<file path="src/rtl/mm_job_sched.sv">
`timescale 1ns/1ps
// Purpose: sequences one matmul job: validates the descriptor, derives size words, starts the multiply and checks the mm2s stream.
// Latency: descriptor to start_mult is (M3/BW)+4 cycles; job_done follows the final beat (or the watchdog) by one cycle.
// Backpressure: job_ready is high only in IDLE, so descriptors offered while busy are held off, never dropped.
module mm_job_sched #(
    parameter int N1           = 4,
    parameter int N2           = 4,
    parameter int MATRIXSIZE_W = 16,
    parameter int TIMEOUT_W    = 20
) (
    input  logic                    clk,
    input  logic                    rst_n,
    input  logic                    job_valid,
    output logic                    job_ready,
    input  logic [MATRIXSIZE_W-1:0] job_m1,
    input  logic [MATRIXSIZE_W-1:0] job_m3,
    input  logic [MATRIXSIZE_W-1:0] job_bw,
    output logic [MATRIXSIZE_W-1:0] cfg_blocks,
    output logic [MATRIXSIZE_W-1:0] cfg_block_width,
    output logic [MATRIXSIZE_W-1:0] cfg_m1xbwdn1,
    output logic [MATRIXSIZE_W-1:0] cfg_m1dn1,
    output logic [MATRIXSIZE_W-1:0] cfg_m1xm3dn1,
    output logic                    start_mult,
    input  logic                    done_multiply,
    input  logic                    mon_tvalid,
    input  logic                    mon_tready,
    input  logic                    mon_tlast,
    output logic                    busy,
    output logic                    job_done,
    output logic                    job_err,
    output logic [2:0]              err_code
);
    localparam int MSW = MATRIXSIZE_W;
    localparam int L   = $clog2(N1);
    localparam logic [MSW-1:0] N1_W = MSW'(N1);
    localparam logic [MSW-1:0] N2_W = MSW'(N2);

    localparam logic [2:0] ERR_OK      = 3'd0;
    localparam logic [2:0] ERR_SIZE    = 3'd1;
    localparam logic [2:0] ERR_OVF     = 3'd2;
    localparam logic [2:0] ERR_EARLY   = 3'd3;
    localparam logic [2:0] ERR_MISSING = 3'd4;
    localparam logic [2:0] ERR_TIMEOUT = 3'd5;

    typedef enum logic [2:0] {
        S_IDLE, S_DIV, S_CHECK, S_START, S_COMPUTE, S_DRAIN, S_DONE
    } state_t;

    state_t state, state_nxt;

    logic [MSW-1:0]       m1_q, m3_q, bw_q, rem_q, blk_q;
    logic [2:0]           err_q;
    logic [2*MSW-1:0]     beat_q;
    logic [TIMEOUT_W-1:0] wd_q;
    logic                 start_q;

    logic [MSW-1:0]       m1dn1;
    logic [2*MSW-1:0]     prod_bw, prod_m3, beat_total, beat_nxt;
    logic                 bad_size, ovf, beat, wd_sat, div_go;
    logic [2:0]           chk_code;
    logic                 err_load;
    logic [2:0]           err_new;

    // Derived sizes, validation result and stream/watchdog conditions.
    always_comb begin
        m1dn1      = m1_q >> L;
        prod_bw    = {{MSW{1'b0}}, m1dn1} * {{MSW{1'b0}}, bw_q};
        prod_m3    = {{MSW{1'b0}}, m1dn1} * {{MSW{1'b0}}, m3_q};
        beat_total = {{MSW{1'b0}}, cfg_m1xm3dn1} << L;
        beat_nxt   = beat_q + 1'b1;
        beat       = mon_tvalid & mon_tready;
        wd_sat     = &wd_q;
        div_go     = (bw_q != '0) && (rem_q >= bw_q);
        bad_size   = (m1_q == '0) || (m3_q == '0) || (bw_q == '0) ||
                     ((m1_q % N1_W) != '0) || ((bw_q % N2_W) != '0) || (rem_q != '0);
        ovf        = (prod_bw[2*MSW-1:MSW] != '0) || (prod_m3[2*MSW-1:MSW] != '0);
        chk_code   = bad_size ? ERR_SIZE : (ovf ? ERR_OVF : ERR_OK);
    end

    // State register.
    always_ff @(posedge clk or negedge rst_n) begin
        if (!rst_n) state <= S_IDLE;
        else        state <= state_nxt;
    end

    // Next state, handshake/status outputs and error capture decisions.
    always_comb begin
        state_nxt = state;
        job_ready = 1'b0;
        busy      = 1'b1;
        job_done  = 1'b0;
        job_err   = 1'b0;
        err_load  = 1'b0;
        err_new   = ERR_OK;
        err_code  = err_q;
        case (state)
            S_IDLE: begin
                busy      = 1'b0;
                job_ready = 1'b1;
                if (job_valid) state_nxt = S_DIV;
            end
            S_DIV: begin
                if (!div_go) state_nxt = S_CHECK;
            end
            S_CHECK: begin
                // A rejected descriptor reports in this cycle and never reaches START.
                err_code = chk_code;
                if (chk_code != ERR_OK) begin
                    job_done  = 1'b1;
                    job_err   = 1'b1;
                    err_load  = 1'b1;
                    err_new   = chk_code;
                    state_nxt = S_IDLE;
                end else begin
                    state_nxt = S_START;
                end
            end
            S_START: begin
                state_nxt = S_COMPUTE;
            end
            S_COMPUTE: begin
                if (done_multiply) begin
                    state_nxt = S_DRAIN;
                end else if (wd_sat) begin
                    err_load  = 1'b1;
                    err_new   = ERR_TIMEOUT;
                    state_nxt = S_DONE;
                end
            end
            S_DRAIN: begin
                if (beat && mon_tlast) begin
                    err_load  = 1'b1;
                    err_new   = (beat_nxt == beat_total) ? ERR_OK : ERR_EARLY;
                    state_nxt = S_DONE;
                end else if (beat && (beat_nxt == beat_total)) begin
                    err_load  = 1'b1;
                    err_new   = ERR_MISSING;
                    state_nxt = S_DONE;
                end else if (!beat && wd_sat) begin
                    err_load  = 1'b1;
                    err_new   = ERR_TIMEOUT;
                    state_nxt = S_DONE;
                end
            end
            S_DONE: begin
                job_done  = 1'b1;
                job_err   = (err_q != ERR_OK);
                state_nxt = S_IDLE;
            end
            default: state_nxt = S_IDLE;
        endcase
    end

    assign start_mult = start_q;

    // Descriptor capture, division, config registers, beat counter and watchdog.
    always_ff @(posedge clk or negedge rst_n) begin
        if (!rst_n) begin
            m1_q            <= '0;
            m3_q            <= '0;
            bw_q            <= '0;
            rem_q           <= '0;
            blk_q           <= '0;
            err_q           <= ERR_OK;
            beat_q          <= '0;
            wd_q            <= '0;
            start_q         <= 1'b0;
            cfg_blocks      <= '0;
            cfg_block_width <= '0;
            cfg_m1xbwdn1    <= '0;
            cfg_m1dn1       <= '0;
            cfg_m1xm3dn1    <= '0;
        end else begin
            // start_mult trails the cycle in which cfg_* first become valid.
            start_q <= (state == S_START);
            case (state)
                S_IDLE: begin
                    if (job_valid) begin
                        m1_q  <= job_m1;
                        m3_q  <= job_m3;
                        bw_q  <= job_bw;
                        rem_q <= job_m3;
                        blk_q <= '0;
                        err_q <= ERR_OK;
                    end
                end
                S_DIV: begin
                    if (div_go) begin
                        rem_q <= rem_q - bw_q;
                        blk_q <= blk_q + 1'b1;
                    end
                end
                S_CHECK: begin
                    if (chk_code == ERR_OK) begin
                        cfg_blocks      <= blk_q;
                        cfg_block_width <= bw_q;
                        cfg_m1xbwdn1    <= prod_bw[MSW-1:0];
                        cfg_m1dn1       <= m1dn1;
                        cfg_m1xm3dn1    <= prod_m3[MSW-1:0];
                    end
                end
                S_START: begin
                    wd_q   <= '0;
                    beat_q <= '0;
                end
                S_COMPUTE: begin
                    // Leaving for DRAIN restarts the watchdog for the stream phase.
                    if (done_multiply)  wd_q <= '0;
                    else if (!wd_sat)   wd_q <= wd_q + 1'b1;
                end
                S_DRAIN: begin
                    if (beat) begin
                        beat_q <= beat_nxt;
                        wd_q   <= '0;
                    end else if (!wd_sat) begin
                        wd_q <= wd_q + 1'b1;
                    end
                end
                default: ;
            endcase
            if (err_load) err_q <= err_new;
        end
    end
endmodule
</file>
<file path="config.mk">
export PLATFORM = sky130hd
export DESIGN_NAME = mm_job_sched
export DESIGN_NICKNAME = d
export VERILOG_FILES = /design/src/rtl/mm_job_sched.sv
export SDC_FILE = /design/constraint.sdc
export NUM_CORES = 1
export LEC_CHECK = 0
export BUFFER_PORTS_ARGS = -buffer_cell sky130_fd_sc_hd__buf_2
export CAP_MARGIN = 15
export CORE_MARGIN = 4
export CORE_UTILIZATION = 50
export CTS_CLUSTER_SIZE = 12
export DETAILED_ROUTE_END_ITERATION = 6
export HOLD_SLACK_MARGIN = 0.15
export PLACE_DENSITY = 0.79
export SLEW_MARGIN = 40
export SYNTH_ARGS = -nofsm -noshare
export SYNTH_HDL_FRONTEND = slang
export SYNTH_SLANG_ARGS = --single-unit
</file>
<file path="constraint.sdc">
create_clock -name clk -period 21.4 [get_ports clk]
set_input_delay 2.14 -clock clk [delete_from_list [all_inputs] [get_ports clk]]
set_output_delay 2.14 -clock clk [all_outputs]
set_load 0.005 [all_outputs]
</file>
# Word-level counts from Yosys, hierarchy flattened
# Cells that the tools add are included.
classes:
  n_mul: 2
  reduce_logical: 36
  muxes: 46
  n_lt_le_gt_ge: 1
  bitwise_logic: 1
  n_eq_ne: 13
  add_sub_neg: 4
op_table:
  columns: ["operator", "n"]
  rows:
  - ["16-bit nonzero test", 6]
  - ["16-bit 2-to-1 mux", 4]
  - ["16-bit case mux with 2 select lines", 2]
  - ["32-bit case mux with 2 select lines", 1]
  - ["14-bit by 16-bit multiplier with 30-bit output", 2]
  - ["20-bit 2-to-1 mux", 3]
  - ["20-bit case mux with 3 select lines", 1]
  - ["16-bit logical NOT", 3]
  - ["3-bit 2-to-1 mux", 16]
  - ["32-bit by 1-bit adder with 32-bit output (second input constant)", 1]
  - ["32-bit by 18-bit == test with 1-bit output", 1]
  - ["32-bit 2-to-1 mux", 1]
  - ["20-bit by 1-bit adder with 20-bit output (second input constant)", 1]
  - ["20-bit AND reduction", 1]
  - ["3-bit case mux with 6 select lines", 1]
  - ["16-bit by 1-bit adder with 16-bit output (second input constant)", 1]
  - ["16-bit >= comparator", 1]
  - ["16-bit subtractor", 1]
  - ["2-bit 2-to-1 mux", 5]
  - ["3-bit == test (second input constant)", 3]
  - ["3-bit case mux with 3 select lines", 1]
  - ["3-bit nonzero test", 3]
  - ["1-bit 2-to-1 mux", 8]
  - ["2-bit inequality test (second input constant)", 4]
  - ["15 further kinds", 32]
totals:
  out_inout_bits: 88
  regBits: 217
  elab_cells: 118
  input_bits: 55

# Longest topological paths before layout
depth:
  depth_word: 12
  depth_mapped: 28
  ltp_nobuf: 24

# Worst setup path after synthesis
# OpenSTA, ideal clock, no wires.
synth_timing:
  path_type: "reg2out"
  startpoint: "register m1_q[7]"
  endpoint: "output job_err"
  n_path_buf: 2
  arrival_time_ns: 6.918
  stages_incl_launch_ff: 26
  setup_slack_ns: 12.342
  t_required_ns: 19.260
  path_cell_list: "dfrtp_1 clkbuf_1 clkbuf_1 nand2_1 fa_1 inv_1 fa_1 inv_1 fa_1 inv_1 fa_1 inv_1 fa_1 fa_1 inv_1 ha_1 a21o_1 a31oi_1 nor2_1 or4_1 or4_1 or4_1 nor4_1 nand4_1 nor4_1 nor3_1"
synth_between:
  elab_chain_len: 10
  elab_cells_between_ends: 16
  cone_classes: "mul: 2; mux: 4; reduce/logical: 10"
synth_lines:
  columns: ["item", "line_no", "source"]
  rows:
  - ["from (decl)", "51", "logic [MSW-1:0] m1_q, m3_q, bw_q, rem_q, blk_q;"]
  - ["from (signal assigned)", "179", "m1_q <= job_m1;"]
  - ["parallel branches: the longest is 6 deep, another holds 14-bit by 16-bit multiplier with 30-bit output", null, null]
  - ["2-bit 2-to-1 mux (*)", "77", "chk_code = bad_size ? ERR_SIZE : (ovf ? ERR_OVF : ERR_OK);"]
  - ["3-bit nonzero test (*)", "108", "if (chk_code != ERR_OK) begin"]
  - ["1-bit 2-to-1 mux (*)", "108", null]
  - ["1-bit case mux with 2 select lines (*)", "96", "case (state)"]
  - ["to (decl)", "30", "output logic job_err,"]
# Every way passes the cells marked *.

# Final worst setup path
layout_timing:
  startpoint: "register m1_q[5]"
  endpoint: "output job_err"
# The elaborated chain is that of the path after synthesis.

==> metrics.txt <==
drt first pass iters=6; Overflow after GRT=0; Area after DPL=28,300 µm²; Synth Warn #=0; Req. time, crit path=19,260 ps; TNS Setup=0 ps; delay-heaviest family, CP=adder cells; RePlAce Congestion=0.961; Post-Route WL=73,400 µm; Hold Crit Depth=1; first-pass GRT wire length=118,000 µm; vias in the first global route=22,300; Slowest-stage cell, CP=dfrtp_1; CTS Hold Bufs=0; global router's overall resource usage=0.250; Register-to-Register Path Depth=23; FILL cells=4,746; Critical Path AT=8950 ps; Setup crit start kind=register; CP Capture Type=primary output; Initial Util=0.504; Hold Path Class=reg2reg; area of the multi-input gates=19,500 µm²; drt wl/cell=19.0 µm; critical path type=reg2out; status=complete, no violations; Seq/Total Area, Yosys=0.200; # port buffers=140; met3 Track Usage GR=0.0405; H-tree depth=1; Seq cells post-synth=217; Die Footprint=58,000 µm²; Worst slew margin=0.419; period utilization=0.518; clock root buffer master=clkbuf_16; Top Ports=143; mapped cell area=27,100 µm²; total stage count of the critical path=23; number of antenna violations at the first check in global routing=0; CTS tree=done; ys flop type=dfrtp_1; Rows=85; RR Endpoint=cfg_m1dn1[2]; Clock Path Buffers=3; Mapped Avg Cell Area=8.69 µm²; Top reg by flops=beat_q; RSZ-0062 raised after global routing=no; M1 GR Usage=0.361; area growth from synthesis to layout=6.83%; GRT busiest layer=met2; die span in x=241 µm; Via-to-Cell Ratio=5.87; Slew Limit Fails=0; post-route cell area=29,000 µm²; EDFF count, synth=0; Critical R2R Launch=m1_q[5]; Final nets=3,742; distinct cell type count after synthesis=70; placed cell count=3,819; worst path cell trace=buf_4 > nand2_1 > fa_1 > fa_1 > inv_1 > fa_1 > inv_1 > fa_1 > fa_1 > fa_1 > inv_1 > ha_1 > a21o_1 > a31oi_1 > nor2_1 > or4_1 > or4_1 > or4_1 > nor4_1 > nand4_1 > nor4_1 > nor3_1 > buf_2; Antenna Violating Nets Remaining=0; core footprint=53,800 µm²; worst slew pin tran=872 ps; GR Util met2=0.392; final setup violation count=0; final hold vios=0; Register Area=5430 µm²; Clock Sinks=217; Setup Fix Bufs, Post-CTS=0; number of flip-flops in the largest register=32; Worst path most repeated cell=fa_1; Finished Layout Cells=3,858; Max-cap violations=0; Synth async-reset ratio=1.00; Critical path origin=m1_q[5]; slowest stage delay, CP=750 ps; critical path peak fanout=20; post_cts resized=0; Post-DP HPWL=56,000 µm; clk_lat worst skew=550 ps; DRC Markers=0; Syn Inst Count=3,121; pin count of the biggest net entering global routing=86; Worst-path clk slew=60 ps; fin crit period=11,090 ps; Worst Skew=26.4 ps; R2R setup slack=12,110 ps; die height=241 µm; layout cells sized above 1=0.0936; DR iter-0 viols=2,119; end point of the critical path=job_err; fmax=0.0902 GHz; CTS Buf Count=23; Buf+Inv Stages, Crit Path=5; biggest registers after layout=beat_q: 32 flops, wd_q: 20 flops; vias after detailed routing=22,600
==> cells in the final DEF (no fill, tap or decap), types with 8 or more instances in the layout <==
cell type / instances
a211oi_1: 19
a21o_1: 35
a21oi_1: 100
a31oi_1: 30
and2_1: 249
and3_1: 16
and4_1: 11
buf_2: 140
buf_4: 25
clkbuf_16: 23
dfrtp_1: 217
fa_1: 331
ha_1: 207
inv_1: 412
mux2_2: 71
mux2i_1: 14
nand2_1: 492
nand2b_1: 16
nand3_1: 51
nand3b_1: 9
nand4_1: 51
nor2_1: 108
nor2b_1: 18
nor3_1: 46
nor4_1: 33
o211ai_1: 25
o21a_1: 23
o21ai_0: 148
o21bai_1: 8
o22ai_1: 9
o31ai_1: 22
or3_1: 10
or4_1: 8
xnor2_1: 46
xor2_1: 22
==> through the flow <==
stage               setup slack (ps)  hold WS (ps)   util
global route                   10070           519  0.538
global placement               11030           464  0.525
detailed placement             10960           475  0.525
finish                         10310           485  0.539
CTS                            10380           490  0.538
floorplan                      12340           437      -
==> worst min path at each step <==
stage | start | endpoint | slack, ps
3_5_place_dp | cfg_m1dn1[11] | cfg_m1dn1[11] | 470
2_1_floorplan | wd_q[13] | wd_q[13] | 440
6_report | cfg_m1dn1[11] | cfg_m1dn1[11] | 480
3_3_place_gp | wd_q[13] | wd_q[13] | 460
4_1_cts | cfg_m1dn1[11] | cfg_m1dn1[11] | 490
5_1_grt | cfg_m1dn1[12] | cfg_m1dn1[12] | 520
==> cell families (layout without fill, tap and decap cells) <==
logic type | count (synthesis) | count (layout) | share of synthesized area
other | 1 | 3 | 0.000138
and+or+nand+nor | 1154 | 1154 | 0.211
AOI/OAI and AO/OA | 475 | 475 | 0.109
muxes | 89 | 89 | 0.0363
xor gates and xnor gates | 68 | 68 | 0.0220
DFF | 217 | 217 | 0.200
adders and majority gates | 538 | 538 | 0.340
buffers and inverters | 579 | 618 | 0.0820
==> cell usage after synthesis, drive strengths merged, types with 18 or more instances <==
cell | number | area [µm²]
nand2 | 493 | 1850
inv | 412 | 1550
fa | 331 | 6630
and2 | 250 | 1560
dfrtp | 217 | 5430
ha | 207 | 2590
clkbuf | 151 | 567
o21ai | 149 | 746
nor2 | 109 | 409
a21oi | 101 | 509
mux2 | 75 | 845
nand3 | 51 | 255
nand4 | 51 | 319
nor3 | 47 | 246
xnor2 | 46 | 403
a21o | 35 | 263
nor4 | 35 | 219
a31oi | 30 | 188
o211ai | 25 | 188
o21a | 23 | 173
o31ai | 22 | 165
xor2 | 22 | 193
a211oi | 19 | 143
nor2b | 18 | 113
==> final cells by class <==
type	count	share of cell area
tap	696	0.0300
clock buffer	33	0.0225
timing repair buffer	169	0.0324
clock inverter	4	0.00121
sequential	217	0.187
inverter	412	0.0534
multi-input combinational	2326	0.673
antenna	1	0.0000863
==> layer usage <==
metal / up-vias / wire [µm]
met5: - / 0
met3: 196 / 6250
met1: 11100 / 31300
li1: 10300 / -
met4: 0 / 2570
met2: 1051 / 33200
Power is not shown: default switching activity piles up to over one toggle a cycle in this logic, so the estimate is an artifact.
